### src/rtl/mux_striping_pkg.sv
// Shared definitions for the mux_striping unstriping receiver: default
// widths, the lane pointer encoding and the pointer-width helper.
package mux_striping_pkg;

    localparam int DEF_DATA_W     = 32;
    localparam int DEF_FIFO_DEPTH = 4;

    // Which lane the output pointer is waiting on next.
    typedef enum logic {
        LANE0 = 1'b0,
        LANE1 = 1'b1
    } lane_e;

    // Ceiling log2, used for FIFO pointer and occupancy widths.
    function automatic int clog2(input int value);
        int w;
        w = 0;
        while ((1 << w) < value) begin
            w++;
        end
        return w;
    endfunction

endpackage

### src/rtl/mux_striping_if.sv
// Lane inputs and reassembled output of mux_striping.
// err_overflow exists only when MUX_STRIPING_ERR_EN is defined.
interface mux_striping_if
    import mux_striping_pkg::*;
#(
    parameter int DATA_W = DEF_DATA_W
);
    logic [DATA_W-1:0] data_in0;
    logic              valid_in0;
    logic [DATA_W-1:0] data_in1;
    logic              valid_in1;
    logic [DATA_W-1:0] data_out;
    logic              valid_out;
`ifdef MUX_STRIPING_ERR_EN
    logic              err_overflow;

    modport master (
        output data_in0, valid_in0, data_in1, valid_in1,
        input  data_out, valid_out, err_overflow
    );

    modport slave (
        input  data_in0, valid_in0, data_in1, valid_in1,
        output data_out, valid_out, err_overflow
    );
`else
    modport master (
        output data_in0, valid_in0, data_in1, valid_in1,
        input  data_out, valid_out
    );

    modport slave (
        input  data_in0, valid_in0, data_in1, valid_in1,
        output data_out, valid_out
    );
`endif
endinterface

### src/rtl/mux_striping_lane_fifo.sv
// lane_fifo: per-lane elastic buffer absorbing inter-lane skew.
// Head word is presented combinationally on dout. A push into a full FIFO
// is dropped unless a pop happens on the same edge; the drop is flagged by
// a one-cycle overflow pulse.
module lane_fifo
    import mux_striping_pkg::*;
#(
    parameter int DATA_W     = DEF_DATA_W,
    parameter int FIFO_DEPTH = DEF_FIFO_DEPTH
) (
    input  logic              clk_f,
    input  logic              reset,
    input  logic              push,
    input  logic              pop,
    input  logic [DATA_W-1:0] din,
    output logic [DATA_W-1:0] dout,
    output logic              full,
    output logic              empty,
    output logic              overflow
);
    localparam int PTR_W = clog2(FIFO_DEPTH);
    localparam int CNT_W = PTR_W + 1;

    logic [DATA_W-1:0] mem [FIFO_DEPTH];
    logic [PTR_W-1:0]  wr_ptr;
    logic [PTR_W-1:0]  rd_ptr;
    logic [CNT_W-1:0]  count;
    logic              do_push;
    logic              do_pop;

    assign full     = (count == CNT_W'(FIFO_DEPTH));
    assign empty    = (count == '0);
    assign do_pop   = pop && !empty;
    // A simultaneous pop frees the slot, so a full FIFO still accepts.
    assign do_push  = push && (!full || do_pop);
    assign overflow = push && full && !do_pop;
    assign dout     = mem[rd_ptr];

    // Storage write; only pointers and count define which entries are live.
    // NOTE: the data array has no reset -- stale entries are never read
    // because empty gates every pop, and a reset on it would cost a mux per bit.
    always_ff @(posedge clk_f) begin
        if (do_push) begin
            mem[wr_ptr] <= din;
        end
    end

    // Pointer and occupancy bookkeeping; pointers wrap modulo FIFO_DEPTH.
    always_ff @(posedge clk_f or posedge reset) begin
        if (reset) begin
            wr_ptr <= '0;
            rd_ptr <= '0;
            count  <= '0;
        end else begin
            if (do_push) begin
                wr_ptr <= wr_ptr + PTR_W'(1);
            end
            if (do_pop) begin
                rd_ptr <= rd_ptr + PTR_W'(1);
            end
            count <= count + CNT_W'(do_push) - CNT_W'(do_pop);
        end
    end

endmodule

### src/rtl/mux_striping.sv
// mux_striping: rebuilds a single word stream from two striped lanes,
// strictly alternating lane 0, lane 1, lane 0, ... Each lane is buffered in
// a lane_fifo; this module holds only the lane pointer FSM and the
// registered output.
// Optional feature: define MUX_STRIPING_ERR_EN to add the sticky
// err_overflow flag, set on any dropped push on either lane.
module mux_striping
    import mux_striping_pkg::*;
#(
    parameter int DATA_W     = DEF_DATA_W,
    parameter int FIFO_DEPTH = DEF_FIFO_DEPTH
) (
    input  logic          clk_f,
    input  logic          reset,
    mux_striping_if.slave bus
);
    logic [DATA_W-1:0] dout0;
    logic [DATA_W-1:0] dout1;
    logic              full0;
    logic              full1;
    logic              empty0;
    logic              empty1;
    logic              ovf0;
    logic              ovf1;
    logic              pop0;
    logic              pop1;
    lane_e             state_q;
    lane_e             state_d;
    logic [DATA_W-1:0] data_q;
    logic              valid_q;

    lane_fifo #(.DATA_W(DATA_W), .FIFO_DEPTH(FIFO_DEPTH)) u_fifo0 (
        .clk_f    (clk_f),
        .reset    (reset),
        .push     (bus.valid_in0),
        .pop      (pop0),
        .din      (bus.data_in0),
        .dout     (dout0),
        .full     (full0),
        .empty    (empty0),
        .overflow (ovf0)
    );

    lane_fifo #(.DATA_W(DATA_W), .FIFO_DEPTH(FIFO_DEPTH)) u_fifo1 (
        .clk_f    (clk_f),
        .reset    (reset),
        .push     (bus.valid_in1),
        .pop      (pop1),
        .din      (bus.data_in1),
        .dout     (dout1),
        .full     (full1),
        .empty    (empty1),
        .overflow (ovf1)
    );

    // Lane pointer register.
    // NOTE: clocked blocks use <= so every register samples pre-edge values;
    // blocking = here would make results depend on process order.
    always_ff @(posedge clk_f or posedge reset) begin
        if (reset) begin
            state_q <= LANE0;
        end else begin
            state_q <= state_d;
        end
    end

    // Next lane and pop selection: pop the selected lane only when it has a word.
    // NOTE: every output gets a default first so no path leaves it unassigned,
    // which would otherwise infer a latch.
    always_comb begin
        state_d = state_q;
        pop0    = 1'b0;
        pop1    = 1'b0;
        case (state_q)
            LANE0: begin
                if (!empty0) begin
                    pop0    = 1'b1;
                    state_d = LANE1;
                end
            end
            LANE1: begin
                if (!empty1) begin
                    pop1    = 1'b1;
                    state_d = LANE0;
                end
            end
        endcase
    end

    // Output register: capture the popped head, otherwise drive zero.
    always_ff @(posedge clk_f or posedge reset) begin
        if (reset) begin
            data_q  <= '0;
            valid_q <= 1'b0;
        end else if (pop0) begin
            data_q  <= dout0;
            valid_q <= 1'b1;
        end else if (pop1) begin
            data_q  <= dout1;
            valid_q <= 1'b1;
        end else begin
            data_q  <= '0;
            valid_q <= 1'b0;
        end
    end

    assign bus.data_out  = data_q;
    assign bus.valid_out = valid_q;

`ifdef MUX_STRIPING_ERR_EN
    logic err_q;
    logic full_unused;

    // Sticky overflow flag: any dropped push on either lane, cleared only by reset.
    always_ff @(posedge clk_f or posedge reset) begin
        if (reset) begin
            err_q <= 1'b0;
        end else if (ovf0 || ovf1) begin
            err_q <= 1'b1;
        end
    end

    assign bus.err_overflow = err_q;
    assign full_unused      = full0 | full1;
`else
    logic ovf_unused;

    // Without the error feature, drops are silent; the pulses go nowhere.
    assign ovf_unused = ovf0 | ovf1 | full0 | full1;
`endif

endmodule

### src/flat_wrapper.sv
// flat-port wrapper written by rule: the top's interface ports become plain ports
module mux_striping_flat import mux_striping_pkg::*;
#(
    parameter int DATA_W     = DEF_DATA_W,
    parameter int FIFO_DEPTH = DEF_FIFO_DEPTH
)
  (clk_f, reset, bus_data_in0, bus_valid_in0, bus_data_in1, bus_valid_in1, bus_data_out, bus_valid_out);
  mux_striping_if #(.DATA_W(DATA_W)) bus_i ();
  input  logic clk_f;
  input  logic reset;
  input wire logic [$bits(bus_i.data_in0)-1:0] bus_data_in0;
  input wire logic [$bits(bus_i.valid_in0)-1:0] bus_valid_in0;
  input wire logic [$bits(bus_i.data_in1)-1:0] bus_data_in1;
  input wire logic [$bits(bus_i.valid_in1)-1:0] bus_valid_in1;
  output wire logic [$bits(bus_i.data_out)-1:0] bus_data_out;
  output wire logic [$bits(bus_i.valid_out)-1:0] bus_valid_out;
  assign bus_i.data_in0 = bus_data_in0;
  assign bus_i.valid_in0 = bus_valid_in0;
  assign bus_i.data_in1 = bus_data_in1;
  assign bus_i.valid_in1 = bus_valid_in1;
  assign bus_data_out = bus_i.data_out;
  assign bus_valid_out = bus_i.valid_out;
  mux_striping #(.DATA_W(DATA_W), .FIFO_DEPTH(FIFO_DEPTH)) u_core (.clk_f(clk_f), .reset(reset), .bus(bus_i));
endmodule
### config.mk
export PLATFORM = sky130hd
export DESIGN_NAME = mux_striping_flat
export DESIGN_NICKNAME = d
export VERILOG_FILES = /design/src/rtl/mux_striping_pkg.sv /design/src/rtl/mux_striping_if.sv /design/src/rtl/mux_striping_lane_fifo.sv /design/src/rtl/mux_striping.sv /design/src/flat_wrapper.sv
export SDC_FILE = /design/constraint.sdc
export NUM_CORES = 1
export LEC_CHECK = 0
export ABC_AREA = 0
export CORE_ASPECT_RATIO = 0.7
export CORE_MARGIN = 10
export CORE_UTILIZATION = 60
export CTS_BUF_LIST = sky130_fd_sc_hd__clkbuf_16
export CTS_CLUSTER_SIZE = 40
export DETAILED_ROUTE_END_ITERATION = 8
export HOLD_SLACK_MARGIN = 0.1
export PLACE_DENSITY = 0.93
export SYNTH_ARGS = -nofsm -noshare
export SYNTH_HDL_FRONTEND = slang
export SYNTH_SLANG_ARGS = --single-unit
### constraint.sdc
create_clock -name clk_f -period 3.73 [get_ports clk_f]
set_input_delay 0.746 -clock clk_f [delete_from_list [all_inputs] [get_ports clk_f]]
set_output_delay 0.746 -clock clk_f [all_outputs]
set_load 0.1 [all_outputs]
# After elaboration in Yosys (flattened, before gate mapping)
# Memory sizes are Yosys's and may differ from the RTL's.
# Index checks and enable logic that the tools add are counted.
[totals]
regBits = 48
ram_bits = 256
input_bits = 68
output_inout_bits = 33
elab_cells = 48
memories = 2
[op_classes]
addsub = 8
eq_ne = 2
n_mux = 14
n_bitwise = 1
n_reduce_logical = 12
[memory_table]
columns = ["memory", "depth", "width", "rd", "rd_clocked_by_memory_dff", "wr", "line_no", "rtl"]
rows = [
  ["u_core.u_fifo0.mem", 4, 32, 1, 0, 1, "mux_striping_lane_fifo.sv:24", "logic [DATA_W-1:0] mem [FIFO_DEPTH];"],
  ["u_core.u_fifo1.mem", 4, 32, 1, 0, 1, "mux_striping_lane_fifo.sv:24", ""],
]
[ops]
columns = ["operator", "n"]
rows = [
  ["$mux 32", 2],
  ["$mux 1", 11],
  ["$add 2x1->2 const B", 4],
  ["$add 3x1->3", 2],
  ["$eq 3x3->1 const B", 2],
  ["$logic_not 3->1", 2],
  ["$sub 3x1->3", 2],
  ["$logic_and 1x1->1", 4],
  ["$logic_not 1->1", 4],
  ["$logic_or 1x1->1", 2],
  ["$pmux 1 s2", 1],
  ["$not 1->1", 1],
]

# Depth between registers and ports, before layout
[logic_depth]
ltp_word = 8
ltp_mapped = 10
mapped_depth_nobuf = 10

# Modules after synthesis
# Synthesis repeated with hierarchy kept, for this count alone.
[hier_totals]
cells_unflattened = 525
area_unflattened_um2 = 11539.8
[modules_own_cells]
columns = ["module", "n_inst", "cells_each", "area_per_inst_um2", "seq_area_each_um2"]
rows = [
  ["lane_fifo", 2, 205, 5046.1, 4018.9],
  ["mux_striping", 1, 115, 1447.6, 850.8],
]

# Least setup slack after synthesis
# Ideal clock, no wire load.
[synth_path]
path_kind = "input port to flip-flop"
from = "input bus_valid_in1"
to = "register u_core.u_fifo1.count[2]"
arrival_time_ps = 2319
slack_ps = 1287
stages = 10
path_cell_list = "inv_1 -> a31oi_1 -> inv_1 -> ha_1 -> inv_1 -> ha_1 -> inv_1 -> fa_1 -> xnor2_1 -> xnor2_1"
[synth_via]
elab_chain_cells = 3
[synth_lines]
columns = ["item", "line_no", "rtl"]
rows = [
  ["start, declared", "flat_wrapper.sv:14", "input wire logic [$bits(bus_i.valid_in1)-1:0] bus_valid_in1;"],
  ["$logic_and 1x1->1", "mux_striping_lane_fifo.sv:35", "assign do_push = push && (!full || do_pop);"],
  ["$add 3x1->3", "mux_striping_lane_fifo.sv:61", "count <= count + CNT_W'(do_push) - CNT_W'(do_pop);"],
  ["$sub 3x1->3", "mux_striping_lane_fifo.sv:61", ""],
  ["end signal, assigned", "mux_striping_lane_fifo.sv:61", ""],
  ["end, declared", "mux_striping_lane_fifo.sv:27", "logic [CNT_W-1:0] count;"],
]
# No other way between the ends.
# A chain may end at the register's enable or synchronous reset.

# Worst setup path after layout
[layout_path]
from = "register u_core.data_q[8], in the netlist u_core.bus.data_out[8]"
to = "output bus_data_out[8]"
[layout_lines]
columns = ["item", "line_no", "rtl"]
rows = [
  ["start, declared", "mux_striping.sv:29", "logic [DATA_W-1:0] data_q;"],
  ["start signal, assigned", "mux_striping.sv:96", "data_q <= dout0;"],
  ["start signal, assigned", "mux_striping.sv:99", "data_q <= dout1;"],
  ["end, declared", "flat_wrapper.sv:15", "output wire logic [$bits(bus_i.data_out)-1:0] bus_data_out;"],
]
# No word-level cell between the ends.

==> results.json <==
{
  "synth_top_family_by_area": "multiplexers",
  "syn-cell-area_um2": 11350,
  "clkTransAtPathRegs_ps": 70,
  "rrSetupSlack_ps": 920,
  "r2r_cells": 9,
  "crit_path_max_fanout": 1,
  "grt_use_total": 0.1951,
  "finalMaxSlewViolations": 0,
  "vdd_drop_max_mv": 0.5013,
  "cellLeakagePower_nw": 4.659,
  "timing.critical_path.cells": "clkdlybuf4s50_1",
  "cts_tree": "yes",
  "yosys_warnings": 0,
  "power.share.switching": 0.3688,
  "synth_compound_area_frac": 0.02724,
  "htreeDepth": 1,
  "clockPowerShare": 0.216,
  "antenna_found_initial": 0,
  "grt_pass1_wl_mm": 36.11,
  "die_x_um": 184.4,
  "synth-seq-cells": 304,
  "cp_top_family": "buffers and inverters",
  "cts_resized": 0,
  "io_buffer_count": 100,
  "grt_pass1_vias": 5723,
  "relSlewSlack": 0.2622,
  "power.total_w": 0.01193,
  "slowest_stage": "clkdlybuf4s50_1",
  "overflow": 0,
  "syn-num-nets": 565,
  "final-setup-viol-count": 0,
  "syn_area_per_cell_um2": 23.49,
  "synth-edff-count": 256,
  "layout-drive-gt1-share": 0.1691,
  "first_pass_iters": 5,
  "finalCritPeriodShare": 0.7656,
  "dp_cells": 801,
  "synthMuxAreaShare": 0.1363,
  "fin_cells": 851,
  "vias_per_cell": 6.254,
  "combinationalPowerShare": 0.347,
  "switching_power_w": 0.004400,
  "fin_util": 0.7282,
  "synth_xor_area_frac": 0.007719,
  "hold_viol": 0,
  "gp_congestion": 0.7039,
  "clkLatencyLatePin_ps": 540,
  "initial_core_util": 0.6195,
  "synth_cell_type_count": 24,
  "grt_max_degree": 37,
  "nets": 676,
  "n_antenna_cell": 0,
  "synth_top_area_frac": 0.6775,
  "dieArea_um2": 24900,
  "drv_cap": 0,
  "cts_setup_buffers": 0,
  "hold_path_class": "in -> async",
  "cp-start-kind": "register",
  "worstSetupPathType": "reg -> out",
  "layout_min_cycle_time_ps": 2856,
  "synthMostInstantiatedCell": "edfxtp_1",
  "synth_area_leader_cell": "edfxtp_1",
  "drt_iter0_markers": 538,
  "coreArea_um2": 18310,
  "cts_inserted_buffers": 27,
  "r2r-start": "u_core.u_fifo0.count[1]",
  "finalClockSkew_ps": 17.59,
  "cp-end-kind": "output port",
  "ys.flop_type": "edfxtp_1",
  "crit_required_ps": 2980,
  "cellPowerDensity_nw_per_um2": 894.6,
  "fmax_ghz": 0.3502,
  "setup_tns_ps": 0,
  "ys_top_cells_by_count": "edfxtp_1 (256), dfrtp_1 (48), mux4_2 (42), a22o_1 (32), mux4_1 (22)",
  "crit_path_max_incr_delay_ps": 1170,
  "power_frac_seq": 0.437,
  "core.rowCount": 41,
  "cts.path.max_buffers": 3,
  "p_int_w": 0.007531,
  "crit_start": "u_core.bus.data_out[8]",
  "cp_num_buf_inv": 1,
  "vias": 5322,
  "dpl.hpwl_mm": 14.32,
  "yosys.area_share.simple": 0.007389,
  "wirelength_mm": 23.91,
  "rsz0062_at_grt": "no",
  "ant_nets": 0,
  "arrival_ps": 2110,
  "netlist_top_cells_area": "edfxtp_1 (68%), dfrtp_1 (11%), mux4_2 (8.3%)",
  "postSynthCellCount": 483,
  "route.detailed.drc": 0,
  "syn_to_final_growth_pct": 17.54,
  "synth_fa_ha_area_frac": 0.01676,
  "die_h_um": 135.1,
  "cts_sinks": 304,
  "ctsHoldBuffers": 0,
  "avgRoutedWirePerCell_um": 28.10,
  "tightest_slew_ps": 1107,
  "synth-async-reset-ratio": 0.1579,
  "r2r_end": "u_core.u_fifo0.count[2]",
  "synth_seq_area_share": 0.7834,
  "outcome": "completed",
  "ios": 101,
  "clockRootBuffer": "clkbuf_16"
}
[worst max path at each step]
stage	end	slack (ps)	depth (start not counted)
2_1_floorplan	u_core.u_fifo1.count[2]	1290	10
3_3_place_gp	u_core.u_fifo1.count[2]	660	11
3_5_place_dp	u_core.u_fifo1.count[2]	530	11
4_1_cts	bus_data_out[8]	860	1
5_1_grt	u_core.u_fifo0.count[2]	720	9
6_report	bus_data_out[8]	870	1
[routing by layer]
| metal | global-route usage | part of all wire | vias to the layer above |
|---|---|---|---|
| met5 | 0 | 0 | - |
| met4 | 0.05672 | 0.025 | 0 |
| met3 | 0.03992 | 0.073 | 41 |
| met2 | 0.3279 | 0.51 | 240 |
| met1 | 0.2537 | 0.39 | 2823 |
| li1 | - | - | 2218 |
[sequential cells by signal (all words and copies together) (netlist names)]
| name | flops |
|---|---|
| u_core.u_fifo1.rd_ptr | 2 |
| u_core.u_fifo0.wr_ptr | 2 |
| u_core.u_fifo0.mem | 128 |
| u_core.u_fifo0.count | 3 |
| u_core.u_fifo0.rd_ptr | 2 |
| u_core.u_fifo1.wr_ptr | 2 |
| u_core.u_fifo1.count | 3 |
| u_core.u_fifo1.mem | 128 |
| u_core.bus.valid_out | 1 |
| u_core.bus.data_out | 32 |
| u_core.state_q | 1 |
[logic make-up after synthesis]
logic type | after synthesis
compound gates | 36
xor+xnor | 10
fa+ha+maj | 14
buf+inv | 38
flops | 304
mux | 66
simple gates | 15
[power groups by stage]
| stage | sequential, W | clock [W] | combinational (W) |
|---|---|---|---|
| after floorplan | 0.00613 | 0 | 0.00212 |
| after global placement | 0.00517 | 0 | 0.00396 |
| after detailed placement | 0.00528 | 0 | 0.00413 |
| after CTS | 0.00523 | 0.00261 | 0.00419 |
| after global routing | 0.00530 | 0.00275 | 0.00435 |
| final | 0.00522 | 0.00257 | 0.00414 |
[cell usage in the layout (no fill, tap or decap), drive strengths merged]
master and instances:
a22o 32, or2 1, nor2 2, and2 8, buf 5, mux2 2
xnor2 7, bufinv 1, inv 22, dfrtp 48, xor2 3, clkinv 14
mux4 64, clkdlybuf4s50 100, nand2 2, nor3 1, edfxtp 256, o31a 2
ha 12, clkinvlp 1, fa 2, clkbuf 27, a31oi 1, a21oi 1
nor3b 1
[worst reg2reg max path: stages (launching register included)]
cell	delay (ps)
dfrtp_1	420
nor3_1	130
nor2_4	810
ha_1	410
inv_1	60
ha_1	140
inv_1	50
fa_1	400
xnor2_1	180
xnor2_1	140
[stage by stage]
stage	setup slack, ps	instance area [um2]	hold WS (ps)
floorplan	1287	11350	489.7
global placement	656.8	12520	502.3
detailed placement	533.6	12520	538.5
CTS	861.3	13340	533.6
global route	715.7	13340	561.0
finish	874.3	13340	540.7
[area by class of cell]
cell class / count / area (um2)
Timing Repair Buffer: 105 / 1039
Inverter: 15 / 56.30
Clock buffer: 27 / 675.6
Clock inverter: 23 / 141.4
Multi-Input combinational cell: 141 / 2236
Tap cell: 236 / 295.3
Fill cell: 1028 / 4977
Sequential cell: 304 / 8894
Power figures use the tool's default switching activity.
==> variant (same settings) <==
Compare `count` against `CNT_W'(FIFO_DEPTH)` with >= in place of ==.
--- a/src/rtl/mux_striping_lane_fifo.sv
+++ b/src/rtl/mux_striping_lane_fifo.sv
@@ -28,7 +28,7 @@
     logic              do_push;
     logic              do_pop;
 
-    assign full     = (count == CNT_W'(FIFO_DEPTH));
+    assign full     = (count >= CNT_W'(FIFO_DEPTH));
     assign empty    = (count == '0);
     assign do_pop   = pop && !empty;
     // A simultaneous pop frees the slot, so a full FIFO still accepts.
Function: same outputs for any inputs over 10 cycles, from zero or initial values and one cycle with reset high; that may be too few to reach the edited logic, so the function may still have changed.
==> variant against the original RTL <==
First-iteration DRC count fell by 13%; sequential cell count did not move; sequential power fell by 1%; routed wire length fell by 2.9%; worst setup slack improved by 110 ps; via count fell by 1.2%; count of clock-buffer cells in the layout did not move; hold slack got worse by 16 ps; total power fell by 0.29%; final area rose by 0.49%; synthesized area fell by 0.18%.
==> variant: results (changes against the original RTL) <==
* Outcome: finished, final reports clean
* Gr usage total at 0.190 (-0.00490)
* Top post-synthesis cells by count: 256 x edfxtp_1, 48 x dfrtp_1, 44 x mux4_2
* Mapped Nets at 563 (-0.35%)
* Setup crit end: bus_data_out[15]
* Non-Filler Instances at 853 (+0.24%)
* DP HPWL at 14,200 um (-0.92%)
* GR Util met2 at 0.315 (-0.0133)
* Dpl ws at 637 ps (+103 ps)
* Leak at 4.66 nW (about the same)
* Worst reg-to-reg setup slack at 1170 ps (+250 ps)
* First-pass GRT wire length at 35,400 um (-2.0%)
* Core area at 18,300 um2 (-0.28%)
* Maximum VDD drop at 625 uV (+25%)
* Dpl cell area at 12,500 um2 (+0.21%)
* Worst r2r path cells at 8 (-1)
* Met1 usage at 0.248 (-0.00602)
* Largest cells by area after synthesis: edfxtp_1 68%, dfrtp_1 11%, mux4_2 8.7%, mux4_1 4.6%, a22o_1 2.5%
* Final min period at 2750 ps (-109 ps)
* Critical Path Max Stage Delay at 1140 ps (-30 ps)
* Met3 global-route usage at 0.0474 (+0.00750)
* Final Routed Wirelength at 23,200 um (-2.9%)
* Sequential area share after synthesis at 0.785 (+0.00138)
* Vias in the first global route at 5,749 (+0.45%)
* Filler cells at 1,006 (-2.1%)
* Fraction of layout cells with a size suffix above 1 at 0.176 (+0.00650)
* Yosys cell types at 25 (+4.2%)
* Total Nets Final at 677 (+0.15%)
* Antenna violations before repair at 2 (+2)
* Via density at 6.16 (-1.4%)
* Crit Reg-Reg Startpoint: u_core.u_fifo0.count[2]
* Post-Synthesis Cells at 481 (-0.41%)
* Arrival time at the worst endpoint at 2000 ps (-110 ps)
* Min-delay worst type: flop to flop
[variant: cell types whose count changed in the layout (fill, tap and decap cells not counted), moves of 2 or more]
cell       delta
inv_1         -3
diode_2       +2
mux4_1        -2
mux4_2        +2
a21boi_1      +2
bufinv_16     +2
buf_12        +2
[variant: logic make-up (layout without fill, tap and decap cells)]
group | Yosys count | in the layout | share of synthesized area
and+or+nand+nor | 14 | 14 | 0.00707
buffers and inverters | 37 | 171 | 0.0210
adders and majority gates | 14 | 14 | 0.0168
DFF | 304 | 304 | 0.785
AOI/OAI and AO/OA | 37 | 37 | 0.0277
xor gates and xnor gates | 10 | 10 | 0.00773
muxes | 65 | 65 | 0.135
other | 0 | 2 | 0
[variant: final cells by class]
cell class	count	area, um2	share of cell area
clock buffer	27	676	0.0504
multi-input combinational	140	2220	0.166
sequential	304	8890	0.664
inverter	14	52.6	0.00392
antenna	2	5.00	0.000373
tap	236	295	0.0220
clock inverter	22	175	0.0131
timing repair buffer	108	1090	0.0810
[variant: layer usage]
layer,vias up,wire (um)
li1,2222,-
met3,37,1780
met2,218,11500
met1,2781,9400
met4,0,491
met5,-,0
[variant: per-stage QoR]
stage	power (mW)	hold WS, ps
detailed placement	9.29	496
finish	11.9	525
global route	12.4	560
floorplan	8.17	480
global placement	9.09	490
CTS	12.0	525
[variant: where the power goes]
part           switching [mW]  internal [mW]
clock network            1.14           1.52
logic                    2.52           1.54
registers               0.617           4.55
